<file path="config.mk">
export PLATFORM = sky130hd
export DESIGN_NAME = ddc_edid_responder_flat
export DESIGN_NICKNAME = d
export VERILOG_FILES = /design/src/rtl/ddc_edid_if.sv /design/src/rtl/ddc_edid_responder.sv /design/src/flat_wrapper.sv
export SDC_FILE = /design/constraint.sdc
export NUM_CORES = 1
export LEC_CHECK = 0
export BUFFER_PORTS_ARGS = -buffer_cell sky130_fd_sc_hd__buf_2
export CORE_ASPECT_RATIO = 1.25
export CORE_MARGIN = 8
export CORE_UTILIZATION = 64
export CTS_CLUSTER_DIAMETER = 200
export DETAILED_ROUTE_END_ITERATION = 6
export PLACE_DENSITY_LB_ADDON = 0.08
export SYNTH_ARGS = -nofsm -noshare
export SYNTH_HDL_FRONTEND = slang
export SYNTH_HIERARCHICAL = 1
export SYNTH_SLANG_ARGS = --single-unit
</file>
<file path="constraint.sdc">
create_clock -name clock -period 3.2 [get_ports clock]
set_input_delay 0.16 -clock clock [delete_from_list [all_inputs] [get_ports clock]]
set_output_delay 0.16 -clock clock [all_outputs]
set_load 0.005 [all_outputs]
</file>
<file path="src/rtl/ddc_edid_if.sv">
// DDC pin and EDID storage bundle seen by the EDID responder.
interface ddc_edid_if;
  logic       scl_input;
  logic       sda_input;
  logic       sda_output;
  logic [7:0] edid_address;
  logic [7:0] edid_data;
  logic       active;
  logic       read_strobe;

  modport slave (
    input  scl_input, sda_input, edid_data,
    output sda_output, edid_address, active, read_strobe
  );
  modport master (
    output scl_input, sda_input, edid_data,
    input  sda_output, edid_address, active, read_strobe
  );
endinterface

</file>
<file path="src/rtl/ddc_edid_responder.sv">
// I2C/DDC target at DEVICE_ADDRESS serving a read-only 256-byte EDID image
// from external synchronous storage, with auto-incrementing word offset.
module ddc_pin_filter #(
  parameter int FILTER_LENGTH = 4
) (
  input  logic clock,
  input  logic reset_n,
  input  logic pin,
  output logic level
);
  logic [1:0] sync;
  logic [3:0] cnt;

  // level follows the synchronized pin only after FILTER_LENGTH differing samples
  always_ff @(posedge clock or negedge reset_n) begin
    if (!reset_n) begin
      sync  <= 2'b11;
      cnt   <= '0;
      level <= 1'b1;
    end else begin
      sync <= {sync[0], pin};
      if (sync[1] == level) cnt <= '0;
      else if (cnt == 4'(FILTER_LENGTH - 1)) begin
        level <= sync[1];
        cnt   <= '0;
      end else cnt <= cnt + 4'd1;
    end
  end
endmodule

module ddc_edid_responder #(
  parameter logic [6:0] DEVICE_ADDRESS = 7'h50,
  parameter int         FILTER_LENGTH  = 4
) (
  input  logic     clock,
  input  logic     reset_n,
  ddc_edid_if.slave bus
);
  typedef enum logic [3:0] {
    IDLE, ADDRESS, ADDRESS_ACK, WRITE_OFFSET, OFFSET_ACK,
    WRITE_DATA, READ_DATA, READ_ACK, IGNORE
  } state_t;

  state_t     state, state_d;
  logic [7:0] shift, shift_d, offset, offset_d;
  logic [3:0] bit_cnt, bit_cnt_d;
  logic [1:0] ld_cnt, ld_cnt_d;
  logic       sda_r, sda_d, active_r, active_d, strobe_r, strobe_d;
  logic       rw, rw_d, acked, acked_d;
  logic [1:0] pins, filt;
  logic       scl_f, sda_f, scl_q, sda_q;
  logic       scl_rise, scl_fall, start_c, stop_c, load_win;

  assign pins = {bus.sda_input, bus.scl_input};

  ddc_pin_filter #(.FILTER_LENGTH(FILTER_LENGTH)) u_filt [1:0] (
    .clock(clock), .reset_n(reset_n), .pin(pins), .level(filt)
  );

  assign scl_f    = filt[0];
  assign sda_f    = filt[1];
  assign scl_rise = scl_f & ~scl_q;
  assign scl_fall = ~scl_f & scl_q;
  assign start_c  = scl_f & scl_q & sda_q & ~sda_f;
  assign stop_c   = scl_f & scl_q & ~sda_q & sda_f;
  // storage answers one clock after the offset moves; fetch on the second
  assign load_win = ~scl_f && ld_cnt != 2'd2 &&
                    ((state == ADDRESS_ACK && rw) || state == READ_ACK);

  always_ff @(posedge clock or negedge reset_n) begin
    if (!reset_n) begin
      state    <= IDLE;
      shift    <= '0;
      offset   <= '0;
      bit_cnt  <= '0;
      ld_cnt   <= '0;
      sda_r    <= 1'b1;
      active_r <= 1'b0;
      strobe_r <= 1'b0;
      rw       <= 1'b0;
      acked    <= 1'b0;
      scl_q    <= 1'b1;
      sda_q    <= 1'b1;
    end else begin
      state    <= state_d;
      shift    <= shift_d;
      offset   <= offset_d;
      bit_cnt  <= bit_cnt_d;
      ld_cnt   <= ld_cnt_d;
      sda_r    <= sda_d;
      active_r <= active_d;
      strobe_r <= strobe_d;
      rw       <= rw_d;
      acked    <= acked_d;
      scl_q    <= scl_f;
      sda_q    <= sda_f;
    end
  end

  always_comb begin
    state_d   = state;
    shift_d   = shift;
    offset_d  = offset;
    bit_cnt_d = bit_cnt;
    ld_cnt_d  = ld_cnt;
    sda_d     = sda_r;
    active_d  = active_r;
    strobe_d  = 1'b0;
    rw_d      = rw;
    acked_d   = acked;

    if (load_win) begin
      ld_cnt_d = ld_cnt + 2'd1;
      if (ld_cnt == 2'd1) begin
        shift_d  = bus.edid_data;
        strobe_d = 1'b1;
      end
    end

    case (state)
      IDLE: ;
      ADDRESS: begin
        if (scl_rise && bit_cnt != 4'd8) begin
          shift_d   = {shift[6:0], sda_f};
          bit_cnt_d = bit_cnt + 4'd1;
        end else if (scl_fall && bit_cnt == 4'd8) begin
          if (shift[7:1] == DEVICE_ADDRESS) begin
            state_d  = ADDRESS_ACK;
            sda_d    = 1'b0;
            active_d = 1'b1;
            rw_d     = shift[0];
            ld_cnt_d = '0;
          end else begin
            state_d  = IGNORE;
            active_d = 1'b0;
          end
        end
      end
      ADDRESS_ACK: begin
        if (scl_fall) begin
          bit_cnt_d = '0;
          if (rw) begin
            state_d = READ_DATA;
            sda_d   = shift[7];
          end else begin
            state_d = WRITE_OFFSET;
            sda_d   = 1'b1;
          end
        end
      end
      WRITE_OFFSET: begin
        if (scl_rise && bit_cnt != 4'd8) begin
          shift_d   = {shift[6:0], sda_f};
          bit_cnt_d = bit_cnt + 4'd1;
        end else if (scl_fall && bit_cnt == 4'd8) begin
          offset_d = shift;
          state_d  = OFFSET_ACK;
          sda_d    = 1'b0;
        end
      end
      OFFSET_ACK: begin
        if (scl_fall) begin
          state_d   = WRITE_DATA;
          sda_d     = 1'b1;
          bit_cnt_d = '0;
        end
      end
      WRITE_DATA: begin
        // storage is read-only: data bytes are never acknowledged
        if (scl_rise && bit_cnt != 4'd8) bit_cnt_d = bit_cnt + 4'd1;
        else if (scl_fall && bit_cnt == 4'd8) begin
          state_d  = IGNORE;
          active_d = 1'b0;
        end
      end
      READ_DATA: begin
        if (scl_fall) begin
          if (bit_cnt == 4'd7) begin
            state_d  = READ_ACK;
            sda_d    = 1'b1;
            offset_d = offset + 8'd1;
            ld_cnt_d = '0;
            acked_d  = 1'b0;
          end else begin
            bit_cnt_d = bit_cnt + 4'd1;
            shift_d   = {shift[6:0], 1'b0};
            sda_d     = shift[6];
          end
        end
      end
      READ_ACK: begin
        if (scl_rise) begin
          if (sda_f) begin
            state_d  = IGNORE;
            active_d = 1'b0;
          end else acked_d = 1'b1;
        end else if (scl_fall && acked) begin
          state_d   = READ_DATA;
          sda_d     = shift[7];
          bit_cnt_d = '0;
        end
      end
      IGNORE: ;
      default: state_d = IDLE;
    endcase

    if (start_c) begin
      state_d   = ADDRESS;
      bit_cnt_d = '0;
      sda_d     = 1'b1;
    end else if (stop_c) begin
      state_d  = IDLE;
      sda_d    = 1'b1;
      active_d = 1'b0;
    end
  end

  assign bus.sda_output   = sda_r;
  assign bus.edid_address = offset;
  assign bus.active       = active_r;
  assign bus.read_strobe  = strobe_r;
endmodule

</file>
<file path="src/flat_wrapper.sv">
// flat-port wrapper written by rule: the top's interface ports become plain ports
module ddc_edid_responder_flat 
#(
  parameter logic [6:0] DEVICE_ADDRESS = 7'h50,
  parameter int         FILTER_LENGTH  = 4
)
  (clock, reset_n, bus_scl_input, bus_sda_input, bus_edid_data, bus_sda_output, bus_edid_address, bus_active, bus_read_strobe);
  ddc_edid_if bus_i ();
  input  logic clock;
  input  logic reset_n;
  input wire logic [$bits(bus_i.scl_input)-1:0] bus_scl_input;
  input wire logic [$bits(bus_i.sda_input)-1:0] bus_sda_input;
  input wire logic [$bits(bus_i.edid_data)-1:0] bus_edid_data;
  output wire logic [$bits(bus_i.sda_output)-1:0] bus_sda_output;
  output wire logic [$bits(bus_i.edid_address)-1:0] bus_edid_address;
  output wire logic [$bits(bus_i.active)-1:0] bus_active;
  output wire logic [$bits(bus_i.read_strobe)-1:0] bus_read_strobe;
  assign bus_i.scl_input = bus_scl_input;
  assign bus_i.sda_input = bus_sda_input;
  assign bus_i.edid_data = bus_edid_data;
  assign bus_sda_output = bus_i.sda_output;
  assign bus_edid_address = bus_i.edid_address;
  assign bus_active = bus_i.active;
  assign bus_read_strobe = bus_i.read_strobe;
  ddc_edid_responder #(.DEVICE_ADDRESS(DEVICE_ADDRESS), .FILTER_LENGTH(FILTER_LENGTH)) u_core (.clock(clock), .reset_n(reset_n), .bus(bus_i));
endmodule
</file>
==> run_summary.xml <==
<?xml version="1.0" encoding="UTF-8"?>
<metrics>
  <group name="global_routing">
    <metric name="grt_overflow" unit="">0</metric>
    <metric name="antenna_found_initial" unit="">0</metric>
    <metric name="gr-usage-all-layers" unit="%">19.0</metric>
    <metric name="first_pass_grt_wire_length" unit="mm">9.88</metric>
    <metric name="grt_start_max_net_pins" unit="">48</metric>
    <metric name="vias_in_the_first_global_route" unit="">2144</metric>
  </group>
  <group name="sta">
    <metric name="timing.final.max_slew_violations" unit="">0</metric>
    <metric name="timing_hold_violations_final" unit="">0</metric>
    <metric name="rsz_0062_raised_after_global_routing" unit="">false</metric>
    <metric name="period_minus_slack" unit="ns">2.38</metric>
    <metric name="timing.max_slew.rel_slack" unit="%">29.8</metric>
    <metric name="min_period_over_period" unit="%">74.4</metric>
    <metric name="worst_pin_slew" unit="ns">1.05</metric>
    <metric name="timing.setup.tns" unit="ns">0</metric>
    <metric name="final-setup-viol-count" unit="">0</metric>
    <metric name="finalClockSkew" unit="ns">0.00438</metric>
    <metric name="finalHoldWorstSlack" unit="ns">0.0182</metric>
    <metric name="maxClockFrequency" unit="GHz">0.420</metric>
  </group>
  <group name="clock_tree">
    <metric name="cts_tree" unit="">yes</metric>
    <metric name="post_cts_resized" unit="">0</metric>
    <metric name="clk_transition_reported_paths" unit="ns">0.09</metric>
    <metric name="post-cts-setup-buffers" unit="">0</metric>
    <metric name="cts_hold_buffers" unit="">2</metric>
    <metric name="clkSinkCount" unit="">47</metric>
    <metric name="cts_buffers" unit="">5</metric>
    <metric name="clkLatencyLatePin" unit="ns">0.30</metric>
    <metric name="clock_path_buffers" unit="">2</metric>
    <metric name="cts_root_buffer" unit="">sky130_fd_sc_hd__clkbuf_8</metric>
    <metric name="htree_levels" unit="">2</metric>
  </group>
  <group name="run_status">
    <metric name="run_status" unit="">complete, no violations</metric>
  </group>
  <group name="critical_path">
    <metric name="r2r-end" unit="">u_core/shift[4]</metric>
    <metric name="crit_path_cell_trace" unit="">and3b_1 &gt; nand2_1 &gt; o32ai_2 &gt; o21ai_0</metric>
    <metric name="critical_path_arrival" unit="ns">2.53</metric>
    <metric name="ff2ff_setup_slack" unit="ns">0.82</metric>
    <metric name="timing.rr.start" unit="">u_core/state[1]</metric>
    <metric name="required" unit="ns">3.35</metric>
    <metric name="timing_worst_setup_path_type" unit="">flop to flop</metric>
    <metric name="startpoint_type" unit="">flop</metric>
    <metric name="worst_setup_path_end_kind" unit="">flop</metric>
    <metric name="max_stage_delay" unit="ns">0.77</metric>
    <metric name="worst-r2r-cell-count" unit="">4</metric>
    <metric name="cpMaxStageDelayCell" unit="">sky130_fd_sc_hd__o32ai_2</metric>
    <metric name="worstPathMaxFanout" unit="">20</metric>
  </group>
  <group name="synthesis">
    <metric name="synth_fp_nets" unit="">300</metric>
    <metric name="synth.lib_cells_used.distinct" unit="">59</metric>
    <metric name="synth_area" unit="sq um">2720</metric>
    <metric name="synth_flop_cell" unit="">sky130_fd_sc_hd__dfrtp_1</metric>
    <metric name="synthCells" unit="">281</metric>
    <metric name="yosys_register_bits" unit="">47</metric>
    <metric name="syn_area_cell" unit="sq um">9.69</metric>
    <metric name="netlist_top_cells_count" unit="">38 x sky130_fd_sc_hd__dfrtp_1, 27 x sky130_fd_sc_hd__nor2_1, 25 x sky130_fd_sc_hd__nand2_1</metric>
    <metric name="synth_area_leader_cell" unit="">sky130_fd_sc_hd__dfrtp_1</metric>
    <metric name="post-synth-top-count-cell" unit="">sky130_fd_sc_hd__dfrtp_1</metric>
    <metric name="synth_top_cell_area_share" unit="%">34.9</metric>
    <metric name="yosysSeqAreaShare" unit="%">43.6</metric>
    <metric name="synthArstFlopShare" unit="%">100</metric>
    <metric name="synth.top_cells.by_area" unit="">sky130_fd_sc_hd__dfrtp_1 35%, sky130_fd_sc_hd__dfstp_2 8.7%, sky130_fd_sc_hd__mux2i_1 4.8%, sky130_fd_sc_hd__nor2_1 3.7%, sky130_fd_sc_hd__nand2_1 3.4%</metric>
    <metric name="synth_edf_count" unit="">0</metric>
    <metric name="ys_warn_count" unit="">6</metric>
  </group>
  <group name="power">
    <metric name="power_leakage" unit="nW">1.28</metric>
    <metric name="power.density_cell_area" unit="nW/um^2">545</metric>
    <metric name="max-vdd-ir-drop" unit="uV">426</metric>
  </group>
  <group name="routing">
    <metric name="routed-via-count" unit="">2229</metric>
    <metric name="first_drt_iteration_drcs" unit="">218</metric>
    <metric name="routed_via_density" unit="">6.23</metric>
    <metric name="wl_per_cell" unit="um">16.3</metric>
    <metric name="route.final.wire_length" unit="mm">5.82</metric>
    <metric name="firstDrtPassIters" unit="">4</metric>
    <metric name="remaining_drc_errors" unit="">0</metric>
    <metric name="antenna_viol_nets_final" unit="">0</metric>
  </group>
  <group name="layout">
    <metric name="final_design_area_no_fill" unit="sq um">2970</metric>
    <metric name="post_route_cells_drive_above_1_share" unit="%">18.5</metric>
    <metric name="n_antenna_cell" unit="">0</metric>
    <metric name="layout.cells.non_filler" unit="">358</metric>
    <metric name="area_delta_synth_final" unit="%">9.01</metric>
    <metric name="design.final.nets" unit="">320</metric>
  </group>
  <group name="die">
    <metric name="placeableCoreArea" unit="sq um">4100</metric>
    <metric name="floorplan.rows" unit="">26</metric>
    <metric name="die_width" unit="um">74.3</metric>
    <metric name="initial_util" unit="%">66.4</metric>
    <metric name="die-area" unit="sq um">6610</metric>
    <metric name="die_height" unit="um">88.9</metric>
    <metric name="io-pin-count" unit="">23</metric>
  </group>
  <group name="min_path">
    <metric name="hp-class" unit="">input port to asynchronous set/reset pin</metric>
  </group>
  <group name="run">
    <metric name="maxCapViolCount" unit="">0</metric>
  </group>
  <group name="placed_design">
    <metric name="dp_hpwl" unit="mm">4.23</metric>
    <metric name="finalWeightedCongestion" unit="">0.965</metric>
    <metric name="post-place-cells" unit="">348</metric>
    <metric name="placedInstanceArea" unit="sq um">2850</metric>
    <metric name="buffer_ports.inserted" unit="">22</metric>
  </group>
</metrics>
[final cells by class]
| cell class | instances | area (sq um) |
|---|---|---|
| multi-input cells | 211 | 1440 |
| flip-flops and latches | 47 | 1190 |
| fillers | 331 | 1130 |
| repair buffers | 24 | 130 |
| well taps | 56 | 70.1 |
| clock buffers | 5 | 68.8 |
| inverters | 12 | 45.0 |
| clock inverters | 3 | 26.3 |
[power by group]
group	leakage (nW)	switching, mW	total (mW)	internal (mW)
logic	0.649	0.193	0.356	0.162
clock network	0.0491	0.215	0.375	0.161
registers	0.586	0.165	0.887	0.722
total	1.28	0.573	1.62	1.05
[worst max-delay path: cells and delay by family (launching register included)]
| kind | cells | cell delay [ns] |
|---|---|---|
| compound gates | 2 | 0.99 |
| flops | 1 | 0.71 |
| simple gates | 2 | 0.53 |
[cells by family (layout without fill, tap and decap cells)]
| group | after synthesis | after routing | share of synthesized area (%) |
|---|---|---|---|
| simple gates | 108 | 108 | 21.5 |
| compound gates | 74 | 74 | 20.2 |
| flops | 47 | 47 | 43.6 |
| buf+inv | 23 | 44 | 3.49 |
| mux | 16 | 16 | 6.02 |
| fa+ha+maj | 7 | 7 | 3.22 |
| xor+xnor | 6 | 6 | 1.93 |
[cells in the final DEF (no fill, tap or decap), types with 2 or more instances in the layout]
cell / count
sky130_fd_sc_hd__dfrtp_1: 38
sky130_fd_sc_hd__a41oi_1: 4
sky130_fd_sc_hd__o21a_1: 3
sky130_fd_sc_hd__clkbuf_8: 5
sky130_fd_sc_hd__nor2_1: 27
sky130_fd_sc_hd__xnor2_1: 5
sky130_fd_sc_hd__inv_6: 2
sky130_fd_sc_hd__dlygate4sd3_1: 2
sky130_fd_sc_hd__and2_1: 2
sky130_fd_sc_hd__inv_2: 3
sky130_fd_sc_hd__or3_1: 3
sky130_fd_sc_hd__o21ai_0: 13
sky130_fd_sc_hd__and4_1: 3
sky130_fd_sc_hd__a22oi_1: 2
sky130_fd_sc_hd__buf_2: 22
sky130_fd_sc_hd__nand3b_1: 5
sky130_fd_sc_hd__ha_1: 7
sky130_fd_sc_hd__nand2_1: 25
sky130_fd_sc_hd__nand3_1: 9
sky130_fd_sc_hd__inv_1: 9
sky130_fd_sc_hd__o22a_1: 7
sky130_fd_sc_hd__mux2_1: 3
sky130_fd_sc_hd__nand2b_1: 8
sky130_fd_sc_hd__a2111oi_4: 2
sky130_fd_sc_hd__nor2b_1: 3
sky130_fd_sc_hd__mux2i_1: 13
sky130_fd_sc_hd__a31oi_1: 3
sky130_fd_sc_hd__nor3_1: 9
sky130_fd_sc_hd__o211ai_1: 3
sky130_fd_sc_hd__o22ai_1: 4
sky130_fd_sc_hd__nor3b_2: 2
sky130_fd_sc_hd__dfstp_2: 9
sky130_fd_sc_hd__o21ai_1: 5
sky130_fd_sc_hd__a21oi_1: 15
[state kept, by name, indices dropped and copies added (netlist names)]
signal                   count
u_core/rw                    1
u_core/ld_cnt                2
u_core/state                 4
u_core/u_filt/cnt            8
u_core/bus.edid_address      8
u_core/acked                 1
u_core/bit_cnt               4
u_core/scl_q                 1
u_core/bus.active            1
u_core/sda_q                 1
u_core/u_filt/sync           4
u_core/u_filt/level          2
u_core/bus.sda_output        1
u_core/shift                 8
u_core/bus.read_strobe       1
[worst max-delay path by stage]
stage	startpoint	end	cells after the start
floorplan	u_core/state[2]	u_core/shift[0]	5
global placement	u_core/state[1]	u_core/shift[2]	4
detailed placement	u_core/state[1]	u_core/shift[4]	4
CTS	u_core/state[1]	u_core/shift[4]	4
global route	u_core/state[1]	u_core/shift[7]	4
finish	u_core/state[1]	u_core/shift[4]	4
[metrics by stage]
stage	util (%)	setup slack [ns]	power (mW)
6_report	72.4	0.820	1.62
5_1_grt	72.4	0.576	1.72
4_1_cts	72.4	0.848	1.63
3_5_place_dp	69.6	0.858	1.25
3_3_place_gp	69.6	0.891	1.24
2_1_floorplan	-	1.37	1.13
[routing by layer]
layer,part of all wire [%],global-route usage [%],vias up
met3,4.8,3.59,13
met5,0,0,-
li1,-,-,1061
met2,51,33.1,79
met1,42,22.2,1076
met4,2.3,7.86,0
(Power assumes the default switching activity.)
